===== config.mk =====
export PLATFORM = sky130hd
export DESIGN_NAME = twos_complement_adder
export DESIGN_NICKNAME = d
export VERILOG_FILES = /design/src/rtl/alu_pkg.sv /design/src/rtl/full_adder.sv /design/src/rtl/twos_complement_adder.sv
export SDC_FILE = /design/constraint.sdc
export NUM_CORES = 1
export LEC_CHECK = 0
export ABC_AREA = 1
export CAP_MARGIN = 10
export CORE_UTILIZATION = 38
export DETAILED_ROUTE_END_ITERATION = 6
export PLACE_DENSITY = 0.83
export SYNTH_ARGS = -nofsm -noshare
export SYNTH_HDL_FRONTEND = slang
export SYNTH_SLANG_ARGS = --single-unit

===== constraint.sdc =====
create_clock -name clk -period 0.8 [get_ports clk]
set_clock_uncertainty 0.1 [all_clocks]
set_input_delay 0.2 -clock clk [delete_from_list [all_inputs] [get_ports clk]]
set_output_delay 0.2 -clock clk [all_outputs]
set_load 0.03 [all_outputs]

===== src/rtl/alu_pkg.sv =====
// Shared ALU constants: default datapath width and the add/subtract mode encoding.
package alu_pkg;
    localparam int   ALU_WIDTH = 16;
    localparam logic MODE_ADD  = 1'b0;
    localparam logic MODE_SUB  = 1'b1;
endpackage


===== src/rtl/full_adder.sv =====
// One bit of the ripple-carry chain.
module full_adder (
    input  logic a,
    input  logic b,
    input  logic ci,
    output logic s,
    output logic co
);
    logic w_p;

    assign w_p = a ^ b;
    assign s   = w_p ^ ci;
    assign co  = (a & b) | (ci & w_p);
endmodule


===== src/rtl/twos_complement_adder.sv =====
// Registered two's-complement adder/subtractor: ripple chain of full adders with
// the sum, carry-out and signed overflow captured one clock after the operands.
module twos_complement_adder
    import alu_pkg::*;
#(
    parameter int WIDTH = ALU_WIDTH
) (
    input  logic             clk,
    input  logic             rst_n,
    input  logic [WIDTH-1:0] A,
    input  logic [WIDTH-1:0] B,
    input  logic             cin,
    input  logic             M,
    output logic [WIDTH-1:0] S,
    output logic             cout,
    output logic             ovf
);
    logic             w_sub;
    logic [WIDTH-1:0] w_bop;
    logic [WIDTH-1:0] w_sum;
    logic [WIDTH:0]   w_c;
    logic             w_ovf;

    logic [WIDTH-1:0] r_s;
    logic             r_cout;
    logic             r_ovf;

    // Subtract is A + ~B + 1; a borrow-in cancels that +1, hence cin XOR M.
    assign w_sub  = (M == MODE_SUB);
    assign w_bop  = B ^ {WIDTH{w_sub}};
    assign w_c[0] = cin ^ w_sub;

    for (genvar i = 0; i < WIDTH; i++) begin : g_bit
        full_adder u_fa (
            .a  (A[i]),
            .b  (w_bop[i]),
            .ci (w_c[i]),
            .s  (w_sum[i]),
            .co (w_c[i+1])
        );
    end

    assign w_ovf = w_c[WIDTH] ^ w_c[WIDTH-1];

    always_ff @(posedge clk or negedge rst_n) begin
        if (!rst_n) begin
            r_s    <= '0;
            r_cout <= 1'b0;
            r_ovf  <= 1'b0;
        end else begin
            r_s    <= w_sum;
            r_cout <= w_c[WIDTH];
            r_ovf  <= w_ovf;
        end
    end

    assign S    = r_s;
    assign cout = r_cout;
    assign ovf  = r_ovf;
endmodule


==> results of run 1 <==
## sequential cells by signal (all words and copies together) (netlist names)
name and count:
cout 1, ovf 1, S 16
## kinds of logic after synthesis
kind of cell  share of synthesized area (%)
flops                                 36.89
buf+inv                               19.26
simple gates                          17.62
fa+ha+maj                             26.23
## metal layers
metal	global-route usage, %	share of wire, %
met5	0	0
met4	8.163	1.8
met3	2.637	4.0
met2	31.36	55
met1	19.88	39
## worst paths after layout
kind                       start               to  slack [ns]  cells past startpoint
max                            M  S[15]$_DFF_PN0_       -5.21                     23
min                        rst_n   S[1]$_DFF_PN0_        0.13                      2
max in group asynchronous  rst_n  S[13]$_DFF_PN0_        0.34                      2
min in group clk            A[0]   S[0]$_DFF_PN0_        0.20                      4
## synth_stat cells
library cell	count
nand2_2	5
buf_8	1
inv_8	1
fa_1	16
dfrtp_1	18
inv_1	49
clkbuf_8	1
nand2_1	49
buf_6	1
## report_power, final
group          switching [W]  internal (W)
Combinational       0.000918      0.000838
Sequential          0.000104       0.00112
Clock               0.000297      0.000278
## critical path: cells and delay by family
kind / cells / cell delay, ns
buffers and inverters: 5 / 0.31
and+or+nand+nor: 2 / 0.10
adders and majority gates: 16 / 5.46
## through the flow
step                std cells  util (%)  area [µm²]
floorplan                 141         -        1272
global placement          242     59.92        1829
detailed placement        242     59.92        1829
CTS                       247     64.02        1954
global route              246     64.14        1958
finish                    246     64.14        1958
## what timing repair did
| item | in CTS | in global routing |
|---|---|---|
| buffers inserted | 1 | 0 |
| pin swaps | 1 | 4 |
| gates resized for setup | 40 | 20 |
| setup endpoints to repair | 36 | 36 |
| hold buffers | 0 | 0 |
## cell type report
cell class / count / share of cell area [%]
multi-input cells: 70 / 30.29
repair buffers: 60 / 31.95
clock buffers: 4 / 1.853
flip-flops and latches: 18 / 23.00
well taps: 44 / 2.811
inverters: 50 / 10.10
==> impl_metrics.toml, run 1 <==
[finish]
area_delta_synth_final_pct = 60.35
drive_above_1_share_pct = 37.13
mostFrequentLayoutCells = "nand2_1, inv_1, clkdlybuf4s50_1, buf_6, dfrtp_1"
final_common_cell = "nand2_1"
multi_input_area_um2 = 593.1
diodes = 0
fillers = 263
nets = 255
seqCellArea_um2 = 450.4

[synth]
ys_types = 9
syn_area_um2 = 1221
synth_area_leaders = "dfrtp_1, fa_1, inv_1"
synthCells = 141
yosys_warnings = 0
ys_seq_area_share_pct = 36.89
synth_top_area_cell = "dfrtp_1"
synth_top_area_share_pct = 36.89
avgSynthCellArea_um2 = 8.661
synth-seq-cells = 18
syn-num-nets = 193

[run_status]
status = "finished, violations left"
violations = "negative setup slack"

[place]
dp_hpwl_um = 1897
place.gp.congestion = 0.7681
pre_cts_ws_ns = -6.019
io_buffers = 53

[timing]
slew_viol_final = 0
rsz0062_at_grt = "true"
worst_slew_pin_slew_ns = 0.1564
setup_slack_ns = -5.208
post-route-period-util_pct = 751.0
finalHoldViolations = 0
fin_hold_ws_ns = 0.1313
tns_ns = -59.08
max_slew_margin_pct = 89.57
fmax_mhz = 166.4
setup_viol = 36
fin_crit_ns = 6.008

[routing]
routedWlPerCell_um = 10.09
drc = 0
drt-total-wl_um = 2481
via_per_inst = 4.049
vias = 996
first_iter_violations = 16
antenna_left = 0
dr.pass1.iters = 2

[power_and_ir_drop]
p_per_area_nw_per_um2 = 1819
p_total_w = 0.003561
p_leak_nw = 1.056
ir_worst_vdd_mv = 0.6224

[worst_setup_path]
endpoint_kind = "flip-flop"
slowest_stage = "fa_2"
cp_cell_sequence = "buf_12, inv_8, nand2_4, nand2_2, fa_2, fa_2, fa_2, fa_2, fa_2, fa_2, fa_2, fa_2, fa_2, fa_2, fa_2, fa_2, fa_2, inv_2, fa_2, inv_2, fa_2, inv_2, fa_2"
cp-start-kind = "primary input"
max_stage_delay_ns = 0.42
required_ns = 0.89
worstPathArrival_ns = 6.09
crit_top_cell = "fa_2"
path_max_fanout = 4
critical_path_class = "primary input to flip-flop"

[hold_path]
hold_path_class = "primary input to async pin"

[floorplan]
coreArea_um2 = 3053
start_util_pct = 40.00
die_width_um = 58.69
die-area_um2 = 3445
fp-row-count = 20
fp.dieH_um = 58.69
boundaryPins = 54

[grt]
grt_pass1_vias = 1027
grt-ovfl-total = 0
globalRouteTotalUtil_pct = 17.26
grt_pass1_wl_um = 4271
grt_max_degree = 19
antenna_found_initial = 0

[flow_run]
cap_violations = 0

[cts]
cts_tree = "built"
clk_pin_slew_ns = 0.11
clkSinkCount = 18
htree_levels = 1
cts_buffers = 3
cts_max_path_buffers = 2
cts_root_buffer = "clkbuf_4"
Note: power is estimated with default switching activity, not from simulation.
==> run 2, diff against run 1 <==
--- a/config.mk
+++ b/config.mk
@@ -6,10 +6,11 @@
 export NUM_CORES = 1
 export LEC_CHECK = 0
 export ABC_AREA = 1
-export CAP_MARGIN = 10
-export CORE_UTILIZATION = 38
+export CAP_MARGIN = 20
+export CORE_UTILIZATION = 45
 export DETAILED_ROUTE_END_ITERATION = 6
-export PLACE_DENSITY = 0.83
+export GPL_ROUTABILITY_DRIVEN = 0
+export PLACE_DENSITY = 0.91
 export SYNTH_ARGS = -nofsm -noshare
 export SYNTH_HDL_FRONTEND = slang
 export SYNTH_SLANG_ARGS = --single-unit
==> constraint.sdc (replaced) <==
create_clock -name clk -period 7.3 [get_ports clk]
set_clock_uncertainty 0.1 [all_clocks]
set_input_delay 1.825 -clock clk [delete_from_list [all_inputs] [get_ports clk]]
set_output_delay 1.825 -clock clk [all_outputs]
set_load 0.03 [all_outputs]
==> run 2 against run 1 <==
Compared with the run above:
- the flow still finishes with violations (negative setup slack)
- design area shrank 3.6%
- hold slack gained 1.7 ns
- critical endpoint unchanged
- die area shrank 15%
- largest power group unchanged
- combinational power shrank 89%
- utilization grew 11 points
- wire length grew 17%
- first-iteration DRC count shrank 31%
- sequential power shrank 90%
- via count grew 5.1%
- highest routed layer unchanged
==> impl_metrics.toml, run 2 (synthesized netlist as in run 1, its figures left out) <==
[worst_setup_path]
path_max_fanout = 6
crit_family = "adder cells"
endpoint_kind = "flip-flop"
critical_path_class = "primary input to flip-flop"
cp-start-kind = "primary input"
max_stage_delay_ns = 0.43
required_ns = 7.37
cp_num_buf_inv = 5
worstPathArrival_ns = 7.80
cp_cell_sequence = "buf_12, inv_8, nand2_4, nand2_2, fa_2, fa_2, fa_2, fa_2, fa_2, fa_2, fa_2, fa_2, fa_2, fa_2, fa_2, fa_2, fa_2, inv_2, fa_2, inv_2, fa_2, inv_2, fa_2"
crit_top_cell = "fa_2"
worst-path-stages = 23
slowest_stage = "fa_2"

[routing]
dr.pass1.iters = 4
antenna_left = 0
routedWlPerCell_um = 12.53
first_iter_violations = 11
vias = 1047
drc = 0
drt-total-wl_um = 2908
via_per_inst = 4.513

[power_and_ir_drop]
p_int_w = 0.0002258
p_sw_share_pct = 38.13
ir_worst_vdd_mv = 0.1329
p_clk_share_pct = 13.8
pwr-share-seq_pct = 35.4
comb_power_share_pct = 50.8
p_per_area_nw_per_um2 = 193.4
p_switching_w = 0.0001391
p_leak_nw = 1.010
p_total_w = 0.0003650

[floorplan]
coreArea_um2 = 2522
fp.dieH_um = 54.10
boundaryPins = 54
fp-row-count = 18
die-area_um2 = 2926
start_util_pct = 48.41
die_width_um = 54.10

[finish]
diodes = 0
area_delta_synth_final_pct = 54.51
fin_util_pct = 74.80
final_common_cell = "clkdlybuf4s50_1"
drive_above_1_share_pct = 23.76
nets = 256
fillers = 185
mostFrequentLayoutCells = "clkdlybuf4s50_1, nand2_1, inv_1, dfrtp_1, fa_2"
largest_reg_flops = 16
fin_cells = 232

[grt]
grt_pass1_wl_um = 4464
grt_max_degree = 19
antenna_found_initial = 0
grt_pass1_vias = 1166
grt-ovfl-total = 0
globalRouteTotalUtil_pct = 22.45

[place]
dp.cells = 225
pre_cts_ws_ns = -1.273
dp_hpwl_um = 2303
io_buffers = 53

[timing]
fmax_mhz = 129.5
setup_viol = 4
fin_crit_ns = 7.723
finalHoldViolations = 0
rsz0062_at_grt = "true"
setup_slack_ns = -0.4231
max_slew_margin_pct = 46.69
slew_viol_final = 0
worst_slew_pin_slew_ns = 0.7972
post-route-period-util_pct = 105.8

[cts]
clk_pin_slew_ns = 0.10
htree_levels = 1
cts_tree = "built"
cts_root_buffer = "clkbuf_4"
cts_hold_buf = 0
cts_max_path_buffers = 2
cts_buffers = 3
clkSinkCount = 18

[run_status]
violations = "negative setup slack"
status = "finished, violations left"

[hold_path]
hold_path_class = "primary input to flip-flop"
min_path_cells = 4

[flow_run]
cap_violations = 0
==> run 2: cell types whose count changed in the layout (fill, tap and decap cells not counted), sizes merged <==
cell | before | now
clkbuf | 5 | 4
dlymetal6s2s | 1 | 0
clkdlybuf4s50 | 30 | 48
buf | 28 | 11
dlygate4sd2 | 0 | 1
==> run 2: final timing paths <==
check	from	end	slack [ns]
worst max-delay path	M	S[15]$_DFF_PN0_	-0.42
worst min-delay path	A[0]	S[0]$_DFF_PN0_	1.83
max in group asynchronous	rst_n	S[10]$_DFF_PN0_	4.72
min in group asynchronous	rst_n	S[1]$_DFF_PN0_	1.88
==> run 2: power groups by stage <==
stage | logic (W) | clock network [W] | registers [W]
3_3_place_gp | 0.000173 | 0 | 0.000130
3_5_place_dp | 0.000182 | 0 | 0.000132
4_1_cts | 0.000185 | 0.0000516 | 0.000130
5_1_grt | 0.000202 | 0.0000553 | 0.000132
6_report | 0.000186 | 0.0000504 | 0.000129
2_1_floorplan | 0.0000479 | 0 | 0.000181
==> run 2: area by class of cell <==
type / instances / area (µm²) / area share (%)
Clock buffer: 3 / 22.52 / 1.194
Inverter: 50 / 195.2 / 10.34
Multi-Input combinational cell: 70 / 590.6 / 31.30
Sequential cell: 18 / 450.4 / 23.87
Tap cell: 30 / 37.54 / 1.989
Timing Repair Buffer: 61 / 590.6 / 31.30
==> run 2: what timing repair did <==
action / CTS / global route
setup buffers: 3 / 2
endpoints found under the setup margin: 5 / 4
endpoints found under the hold margin: 0 / 0
gates resized for setup: 24 / 9
pin swaps: 2 / 1
==> run 2: tightest hold or removal path: cells and delay by family <==
family | cells | cell delay, ns
adder cells (fa/ha/maj) | 1 | 0.19
buffers and inverters | 3 | 0.18
==> run 2: per-stage QoR <==
stage | TNS (ns) | area, µm² | hold slack [ns]
after detailed placement | -5.269 | 1817 | 2.245
after global placement | -4.591 | 1817 | 2.218
after global routing | -1.427 | 1887 | 1.844
after CTS | -1.249 | 1877 | 1.889
final | -0.9930 | 1887 | 1.833
after floorplan | -1.234 | 1267 | 1.429
==> run 2: routing by layer <==
layer  global-route usage, %  up-vias  wire (µm)
met5                       0        -          0
met4                   19.66        0        134
met3                   5.932       16        209
met2                   42.59       53       1675
met1                   18.49      480        890
li1                        -      498          -
==> run 3, diff against run 2 <==
--- a/config.mk
+++ b/config.mk
@@ -11,6 +11,7 @@
 export DETAILED_ROUTE_END_ITERATION = 6
 export GPL_ROUTABILITY_DRIVEN = 0
 export PLACE_DENSITY = 0.91
+export SKIP_LAST_GASP = 1
 export SYNTH_ARGS = -nofsm -noshare
 export SYNTH_HDL_FRONTEND = slang
 export SYNTH_SLANG_ARGS = --single-unit
==> results of run 3 <==
Same layout as run 2: the final DEF is identical, and so are final timing and power.
